===== src/rtl/vga_timing_param_if.sv =====
// Timing-generator bus: pixel enable in, position/sync/blanking/strobes out.
interface vga_timing_param_if #(
  parameter int unsigned CNT_W = 11
) ();
  logic             en;
  logic [CNT_W-1:0] hcount;
  logic [CNT_W-1:0] vcount;
  logic             hsync;
  logic             vsync;
  logic             hblnk;
  logic             vblnk;
  logic             de;
  logic             line_start;
  logic             frame_start;

  modport master (
    input  en,
    output hcount, vcount, hsync, vsync, hblnk, vblnk, de, line_start, frame_start
  );

  modport slave (
    output en,
    input  hcount, vcount, hsync, vsync, hblnk, vblnk, de, line_start, frame_start
  );
endinterface


===== src/rtl/vga_timing_param.sv =====
// Parametrised VGA/VESA timing generator; every output is decoded from the
// next position and registered together with the counters.
module vga_timing_param #(
  parameter int unsigned H_ACTIVE  = 800,
  parameter int unsigned H_FP      = 40,
  parameter int unsigned H_SYNC    = 128,
  parameter int unsigned H_BP      = 88,
  parameter int unsigned V_ACTIVE  = 600,
  parameter int unsigned V_FP      = 1,
  parameter int unsigned V_SYNC    = 4,
  parameter int unsigned V_BP      = 23,
  parameter logic        HSYNC_POL = 1'b1,
  parameter logic        VSYNC_POL = 1'b1,
  parameter int unsigned CNT_W     = 11
) (
  input logic pclk,
  input logic rst,
  vga_timing_param_if.master bus
);
  localparam int unsigned H_TOTAL = H_ACTIVE + H_FP + H_SYNC + H_BP;
  localparam int unsigned V_TOTAL = V_ACTIVE + V_FP + V_SYNC + V_BP;

  if (H_BP < 1) begin : g_bad_hbp
    $error("vga_timing_param: H_BP must be >= 1");
  end
  if (V_BP < 1) begin : g_bad_vbp
    $error("vga_timing_param: V_BP must be >= 1");
  end
  if (64'(H_TOTAL) > (64'(1) << CNT_W)) begin : g_bad_htot
    $error("vga_timing_param: H_TOTAL exceeds counter range");
  end
  if (64'(V_TOTAL) > (64'(1) << CNT_W)) begin : g_bad_vtot
    $error("vga_timing_param: V_TOTAL exceeds counter range");
  end

  // Back porch >= 1 keeps every sync end strictly below the total, so all fit CNT_W.
  localparam logic [CNT_W-1:0] H_LAST   = CNT_W'(H_TOTAL - 1);
  localparam logic [CNT_W-1:0] V_LAST   = CNT_W'(V_TOTAL - 1);
  localparam logic [CNT_W-1:0] H_ACT_C  = CNT_W'(H_ACTIVE);
  localparam logic [CNT_W-1:0] V_ACT_C  = CNT_W'(V_ACTIVE);
  localparam logic [CNT_W-1:0] HS_BEG   = CNT_W'(H_ACTIVE + H_FP);
  localparam logic [CNT_W-1:0] HS_END   = CNT_W'(H_ACTIVE + H_FP + H_SYNC);
  localparam logic [CNT_W-1:0] VS_BEG   = CNT_W'(V_ACTIVE + V_FP);
  localparam logic [CNT_W-1:0] VS_END   = CNT_W'(V_ACTIVE + V_FP + V_SYNC);

  logic [CNT_W-1:0] h_next;
  logic [CNT_W-1:0] v_next;
  logic             h_wrap;
  logic             hs_act;
  logic             vs_act;
  logic             hb_next;
  logic             vb_next;

  always_comb begin
    h_wrap  = (bus.hcount == H_LAST);
    h_next  = h_wrap ? '0 : bus.hcount + 1'b1;
    v_next  = bus.vcount;
    if (h_wrap) begin
      v_next = (bus.vcount == V_LAST) ? '0 : bus.vcount + 1'b1;
    end
    hs_act  = (h_next >= HS_BEG) && (h_next < HS_END);
    vs_act  = (v_next >= VS_BEG) && (v_next < VS_END);
    hb_next = (h_next >= H_ACT_C);
    vb_next = (v_next >= V_ACT_C);
  end

  always_ff @(posedge pclk) begin
    if (rst) begin
      bus.hcount      <= H_LAST;
      bus.vcount      <= V_LAST;
      bus.hsync       <= ~HSYNC_POL;
      bus.vsync       <= ~VSYNC_POL;
      bus.hblnk       <= 1'b1;
      bus.vblnk       <= 1'b1;
      bus.de          <= 1'b0;
      bus.line_start  <= 1'b0;
      bus.frame_start <= 1'b0;
    end else if (bus.en) begin
      bus.hcount      <= h_next;
      bus.vcount      <= v_next;
      bus.hsync       <= HSYNC_POL ? hs_act : ~hs_act;
      bus.vsync       <= VSYNC_POL ? vs_act : ~vs_act;
      bus.hblnk       <= hb_next;
      bus.vblnk       <= vb_next;
      bus.de          <= ~hb_next & ~vb_next;
      bus.line_start  <= (h_next == '0);
      bus.frame_start <= (h_next == '0) && (v_next == '0);
    end else begin
      bus.line_start  <= 1'b0;
      bus.frame_start <= 1'b0;
    end
  end
endmodule


===== src/flat_wrapper.sv =====
// flat-port wrapper written by rule: the top's interface ports become plain ports
module vga_timing_param_flat 
#(
  parameter int unsigned H_ACTIVE  = 800,
  parameter int unsigned H_FP      = 40,
  parameter int unsigned H_SYNC    = 128,
  parameter int unsigned H_BP      = 88,
  parameter int unsigned V_ACTIVE  = 600,
  parameter int unsigned V_FP      = 1,
  parameter int unsigned V_SYNC    = 4,
  parameter int unsigned V_BP      = 23,
  parameter logic        HSYNC_POL = 1'b1,
  parameter logic        VSYNC_POL = 1'b1,
  parameter int unsigned CNT_W     = 11
)
  (pclk, rst, bus_en, bus_hcount, bus_vcount, bus_hsync, bus_vsync, bus_hblnk, bus_vblnk, bus_de, bus_line_start, bus_frame_start);
  vga_timing_param_if #(.CNT_W(CNT_W)) bus_i ();
  input logic pclk;
  input logic rst;
  input wire logic [$bits(bus_i.en)-1:0] bus_en;
  output wire logic [$bits(bus_i.hcount)-1:0] bus_hcount;
  output wire logic [$bits(bus_i.vcount)-1:0] bus_vcount;
  output wire logic [$bits(bus_i.hsync)-1:0] bus_hsync;
  output wire logic [$bits(bus_i.vsync)-1:0] bus_vsync;
  output wire logic [$bits(bus_i.hblnk)-1:0] bus_hblnk;
  output wire logic [$bits(bus_i.vblnk)-1:0] bus_vblnk;
  output wire logic [$bits(bus_i.de)-1:0] bus_de;
  output wire logic [$bits(bus_i.line_start)-1:0] bus_line_start;
  output wire logic [$bits(bus_i.frame_start)-1:0] bus_frame_start;
  assign bus_i.en = bus_en;
  assign bus_hcount = bus_i.hcount;
  assign bus_vcount = bus_i.vcount;
  assign bus_hsync = bus_i.hsync;
  assign bus_vsync = bus_i.vsync;
  assign bus_hblnk = bus_i.hblnk;
  assign bus_vblnk = bus_i.vblnk;
  assign bus_de = bus_i.de;
  assign bus_line_start = bus_i.line_start;
  assign bus_frame_start = bus_i.frame_start;
  vga_timing_param #(.H_ACTIVE(H_ACTIVE), .H_FP(H_FP), .H_SYNC(H_SYNC), .H_BP(H_BP), .V_ACTIVE(V_ACTIVE), .V_FP(V_FP), .V_SYNC(V_SYNC), .V_BP(V_BP), .HSYNC_POL(HSYNC_POL), .VSYNC_POL(VSYNC_POL), .CNT_W(CNT_W)) u_core (.pclk(pclk), .rst(rst), .bus(bus_i));
endmodule

===== config.mk =====
export PLATFORM = sky130hd
export DESIGN_NAME = vga_timing_param_flat
export DESIGN_NICKNAME = d
export VERILOG_FILES = /design/src/rtl/vga_timing_param_if.sv /design/src/rtl/vga_timing_param.sv /design/src/flat_wrapper.sv
export SDC_FILE = /design/constraint.sdc
export NUM_CORES = 1
export LEC_CHECK = 0
export CAP_MARGIN = 20
export CORE_ASPECT_RATIO = 1.25
export CORE_MARGIN = 3
export CORE_UTILIZATION = 45
export CTS_CLUSTER_DIAMETER = 200
export CTS_CLUSTER_SIZE = 10
export DETAILED_ROUTE_END_ITERATION = 7
export PLACE_DENSITY = 0.69
export SETUP_SLACK_MARGIN = 0.15
export SYNTH_ARGS = -nofsm -noshare
export SYNTH_HDL_FRONTEND = slang
export SYNTH_SLANG_ARGS = --single-unit

===== constraint.sdc =====
create_clock -name pclk -period 3.45 [get_ports pclk]
set_input_delay 0.345 -clock pclk [delete_from_list [all_inputs] [get_ports pclk]]
set_output_delay 0.345 -clock pclk [all_outputs]
set_load 0.02 [all_outputs]

# [Yosys cells after proc, flatten, opt, wreduce, memory -nomap -nowiden]
# Index checks and enable logic that the tools add are counted.
[classes] n_addsub=2 order_cmp=6 eq_ne=2 muxes=3 n_bitwise=4 reduce_logical=6
[ops] operator="$ge 11x10->1 const B" n=4
[ops] operator="$mux 11" n=3
[ops] operator="$add 11x1->11 const B" n=2
[ops] operator="$logic_not 11->1" n=2
[ops] operator="$lt 11x10->1 const B" n=2
[ops] operator="$eq 11x10->1 const B" n=1
[ops] operator="$eq 11x11->1 const B" n=1
[ops] operator="$logic_and 1x1->1" n=3
[ops] operator="$not 1->1" n=3
[ops] operator="$reduce_or 2->1" n=1
[ops] operator="$and 1x1->1" n=1
[totals] register_bits=29 inputBits=3 output_inout_bits=29 word_cells=32

# [Longest topological paths before layout]
[depth] depth_word=6 ltp_mapped=10 depth_no_buf=7

# [Least setup slack after synthesis]
# No wires, ideal clock.
[synth_path] path_type="register to register" from="register u_core.bus.hcount[0]" to="register u_core.bus.vsync" arrival_time_ps=2458 t_required_ps=3366 setup_slack_ps=908 stages_incl_launch_ff=10 n_path_buf=2 period_less_slack_ps=2542 cell_sequence="dfxtp_1 ha_1 buf_6 and4_4 buf_6 nand4_1 xor2_1 or3_4 or4b_4 o31ai_2"
[synth_via] elab_chain_cells=4 word_cells_on_any_way=5
[synth_lines] item="start: declaration" line_no="vga_timing_param_if.sv:18" rtl="output hcount, vcount, hsync, vsync, hblnk, vblnk, de, line_start, frame_start"
[synth_lines] item="start signal: assignment" line_no="vga_timing_param.sv:79" rtl="bus.hcount <= h_next;"
[synth_lines] item="$eq 11x11->1 *" line_no="vga_timing_param.sv:55" rtl="h_wrap = (bus.hcount == H_LAST);"
[synth_lines] item="$mux 11 *" line_no="vga_timing_param.sv:58" rtl="if (h_wrap) begin"
[synth_lines] item="$ge 11x10->1 or $lt 11x10->1 (tied branches)" line_no="vga_timing_param.sv:62" rtl="vs_act = (v_next >= VS_BEG) && (v_next < VS_END);"
[synth_lines] item="$logic_and 1x1->1 *" line_no="vga_timing_param.sv:62"
[synth_lines] item="end signal: assignment" line_no="vga_timing_param.sv:72" rtl="bus.vsync <= ~VSYNC_POL;"
[synth_lines] item="end signal: assignment" line_no="vga_timing_param.sv:82" rtl="bus.vsync <= VSYNC_POL ? vs_act : ~vs_act;"
[synth_lines] item="end: declaration" line_no="vga_timing_param_if.sv:18"
# Mark *: on every way between the ends. The rest lies on a longest branch, timed or not.
# A chain may end at the register's enable or synchronous reset.

# [Worst setup path after layout]
# Same ends and word-level chain as after synthesis.

==> flow_summary_export.csv <==
group,metric,value,unit
finish,synthToLayoutAreaGrowth,18.35,%
finish,stdcell_area,2412,µm²
placed_design,pre_cts_ws,0.8496,ns
sta,fin_skew,0.004332,ns
clock_tree,cts_made_buffers,5,
synthesis,ys.flop_type,"dfxtp_1",
power,intPower,0.0007881,W
global_route,grt_max_degree,27,
sta,final.setup.tns,0,ns
worst_setup_path,crit_start,"u_core.bus.hcount[0]$_SDFFE_PP1P_",
finish,final_cell_mix,"clkdlybuf4s50_1 (31), dfxtp_1 (29), nor2_1 (23)",
sta,finalCriticalPeriod,2.625,ns
power,power,0.001211,W
route,wire_per_inst,15.38,µm
clock_tree,cts_root_buffer,"clkbuf_8",
clock_tree,post-cts-setup-buffers,0,
synthesis,syn_inst,254,
route,vias,1949,
worst_setup_path,crit_end,"u_core.bus.vsync$_SDFFE_PP0P_",
worst_setup_path,path_class,"reg2reg",
die,num_rows,26,
worst_setup_path,worstSetupPathDepth,7,
placed_design,io_buffers,31,
route,dr.pass1.iters,4,
synthesis,synth_top_area_frac,0.2848,
sta,finalHoldViolCount,0,
worst_setup_path,crit_family,"simple AND/OR/NAND/NOR gates",
placed_design,placed_area,2296,µm²
power,power_frac_clock,0.301,
job,drv_cap,0,
die,boundaryPins,32,
power,seqPwrFrac,0.345,
worst_setup_path,endpoint_kind,"register",
global_route,grt_use_total,0.2009,
worst_setup_path,worstSetupStartpointType,"register",
power,switching_share,0.3491,
worst_setup_path,cp_max_fo,19,
worst_setup_path,arrival,2.82,ns
worst_setup_path,required,3.65,ns
die,start_util,0.4820,
finish,final_layout_size_suffix_gt1_frac,0.08118,
finish,n_fill_cell,443,
clock_tree,clock_path_buffers,2,
die,die_w,66.20,µm
finish,final_common_cell,"clkdlybuf4s50_1",
sta,worst_slack,0.8250,ns
global_route,antenna_found_initial,0,
power,p_per_area,501.9,nW/µm²
worst_setup_path,rr_worst_depth,7,
route,drt_iter0_drc,189,
finish,utilization,0.5704,
synthesis,yosys-top-cells-area,"dfxtp_1 (28%), a211o_1 (4.3%), nor2_1 (4.2%), xor2_1 (3.9%), xnor2_1 (3.4%)",
synthesis,ys_warn_count,0,
sta,grt_setup_unrepaired,"no",
placed_design,dpl.hpwl,3.581,mm
synthesis,synthDistinctLibCells,56,
clock_tree,cts.htree.levels,2,
sta,period_share,0.7609,
global_route,gr-total-overflow,0,
sta,setup_viol,0,
finish,layout.nets,276,
synthesis,synth_edf_count,0,
power,peakVddDrop,300.3,µV
route,wl,5.030,mm
synthesis,syn_avg_cell_area,8.024,µm²
worst_setup_path,path_buf_inv,0,
synthesis,yosysTopAreaCell,"dfxtp_1",
clock_tree,clk_latency,0.28,ns
worst_setup_path,regToRegSetupSlack,0.83,ns
clock_tree,cts_tree,"yes",
die,core_area,4229,µm²
synthesis,yosysSeqAreaShare,0.2848,
synthesis,async_reset_ff_frac,0,
global_route,grt_pass1_vias,1774,
sta,fmax,0.3810,GHz
outcome,status,"completed",
clock_tree,cts_sinks,29,
route,drc,0,
placed_design,gp_congestion,0.8448,
route,vias_per_cell,5.960,
clock_tree,postCtsHoldBufs,0,
finish,antenna_cells,0,
hold_path,hold_path_class,"reg2reg",
power,combPwrFrac,0.354,
route,final_antenna_net_count,0,
worst_setup_path,reg2reg_to,"u_core.bus.vsync$_SDFFE_PP0P_",
worst_setup_path,path_cells,"ha_1, and4_4, and3_2, nand2_1, xor2_1, or4b_4, o31ai_2",
worst_setup_path,crit_path_top_delay_cell,"or4b_4",
worst_setup_path,timing.rr.start,"u_core.bus.hcount[0]$_SDFFE_PP1P_",
die,dieArea,5378,µm²
sta,relSlewSlack,0.6772,
clock_tree,path_clk_slew,0.06,ns
sta,slew_viol_final,0,
synthesis,ys_ff_latch,29,
worst_setup_path,cp_slowest_stage_delay,0.50,ns
clock_tree,ctsResizeCount,0,
sta,worst_slew_pin_slew,0.4841,ns
synthesis,synth_area,2038,µm²
synthesis,syn_nets,260,
global_route,grt_pass1_wl,8.528,mm
die,die_h,81.25,µm
power,power_leakage,0.8796,nW
power,p_switching,0.0004227,W
power by group through the flow:
| stage | clock network, W | registers (W) | logic [W] |
|---|---|---|---|
| detailed placement | 0 | 0.000424 | 0.000428 |
| CTS | 0.000375 | 0.000417 | 0.000430 |
| global placement | 0 | 0.000424 | 0.000426 |
| global route | 0.000390 | 0.000425 | 0.000472 |
| finish | 0.000365 | 0.000418 | 0.000428 |
| floorplan | 0 | 0.000428 | 0.000322 |
tightest hold or removal path: cells and delay by family, from the launching register on:
family | cells | cell delay, ns
AOI/OAI and AO/OA | 1 | 0.05
and+or+nand+nor | 1 | 0.07
DFF | 1 | 0.32
synth_stat cells, drive strengths merged (6+ instances only):
master,count
o31ai,6
buf,16
and3,10
nor2,23
o21ai,11
nor2b,6
nand2,17
xnor2,8
xor2,9
nand3,8
nor3,8
nand4,11
dfxtp,29
a21oi,10
clkbuf,8
a211o,10
worst min path at each step:
stage	end	slack, ns	start	cells after the start
after floorplan	u_core.bus.hsync$_SDFFE_PP0P_	0.53	u_core.bus.hsync$_SDFFE_PP0P_	2
after global placement	u_core.bus.hsync$_SDFFE_PP0P_	0.46	u_core.bus.hsync$_SDFFE_PP0P_	2
after detailed placement	u_core.bus.vsync$_SDFFE_PP0P_	0.47	u_core.bus.vsync$_SDFFE_PP0P_	2
after CTS	u_core.bus.vsync$_SDFFE_PP0P_	0.48	u_core.bus.vsync$_SDFFE_PP0P_	2
after global routing	u_core.bus.hsync$_SDFFE_PP0P_	0.50	u_core.bus.hsync$_SDFFE_PP0P_	2
final	u_core.bus.vsync$_SDFFE_PP0P_	0.48	u_core.bus.vsync$_SDFFE_PP0P_	2
layout make-up:
| cell class | count | area (µm²) | share of cell area |
|---|---|---|---|
| Multi-Input combinational cell | 196 | 1301 | 0.5394 |
| Sequential cell | 29 | 580.6 | 0.2407 |
| Timing Repair Buffer | 33 | 325.3 | 0.1349 |
| Clock buffer | 7 | 86.33 | 0.03579 |
| Tap cell | 56 | 70.07 | 0.02905 |
| Clock inverter | 1 | 30.03 | 0.01245 |
| Inverter | 5 | 18.77 | 0.007780 |
stage by stage:
step                cells  hold slack (ns)
global route          327           0.5014
floorplan             254           0.5306
CTS                   327           0.4810
finish                327           0.4777
detailed placement    319           0.4708
global placement      319           0.4594
sequential cells by signal, indices dropped and copies added, names as in the netlist:
signal and count:
u_core.bus.de 1, u_core.bus.hsync 1, u_core.bus.line_start 1, u_core.bus.vcount 11, u_core.bus.hcount 11, u_core.bus.hblnk 1, u_core.bus.vsync 1, u_core.bus.frame_start 1
u_core.bus.vblnk 1
metal layers:
metal	routed length (µm)	track usage	vias up
li1	-	-	977
met1	2233	0.2595	915
met2	2529	0.3297	48
met3	184	0.03458	9
met4	82	0.07927	0
met5	0	0	-
cells by family (layout without fill, tap and decap cells):
logic type | Yosys count | in the layout | share of synthesized area
and+or+nand+nor | 107 | 107 | 0.2977
AOI/OAI and AO/OA | 67 | 67 | 0.2394
xor gates and xnor gates | 17 | 17 | 0.07305
adders and majority gates | 3 | 3 | 0.01842
DFF | 29 | 29 | 0.2848
buffers and inverters | 29 | 46 | 0.07673
muxes | 2 | 2 | 0.009822
No activity file was read; power rests on OpenSTA's default activity.
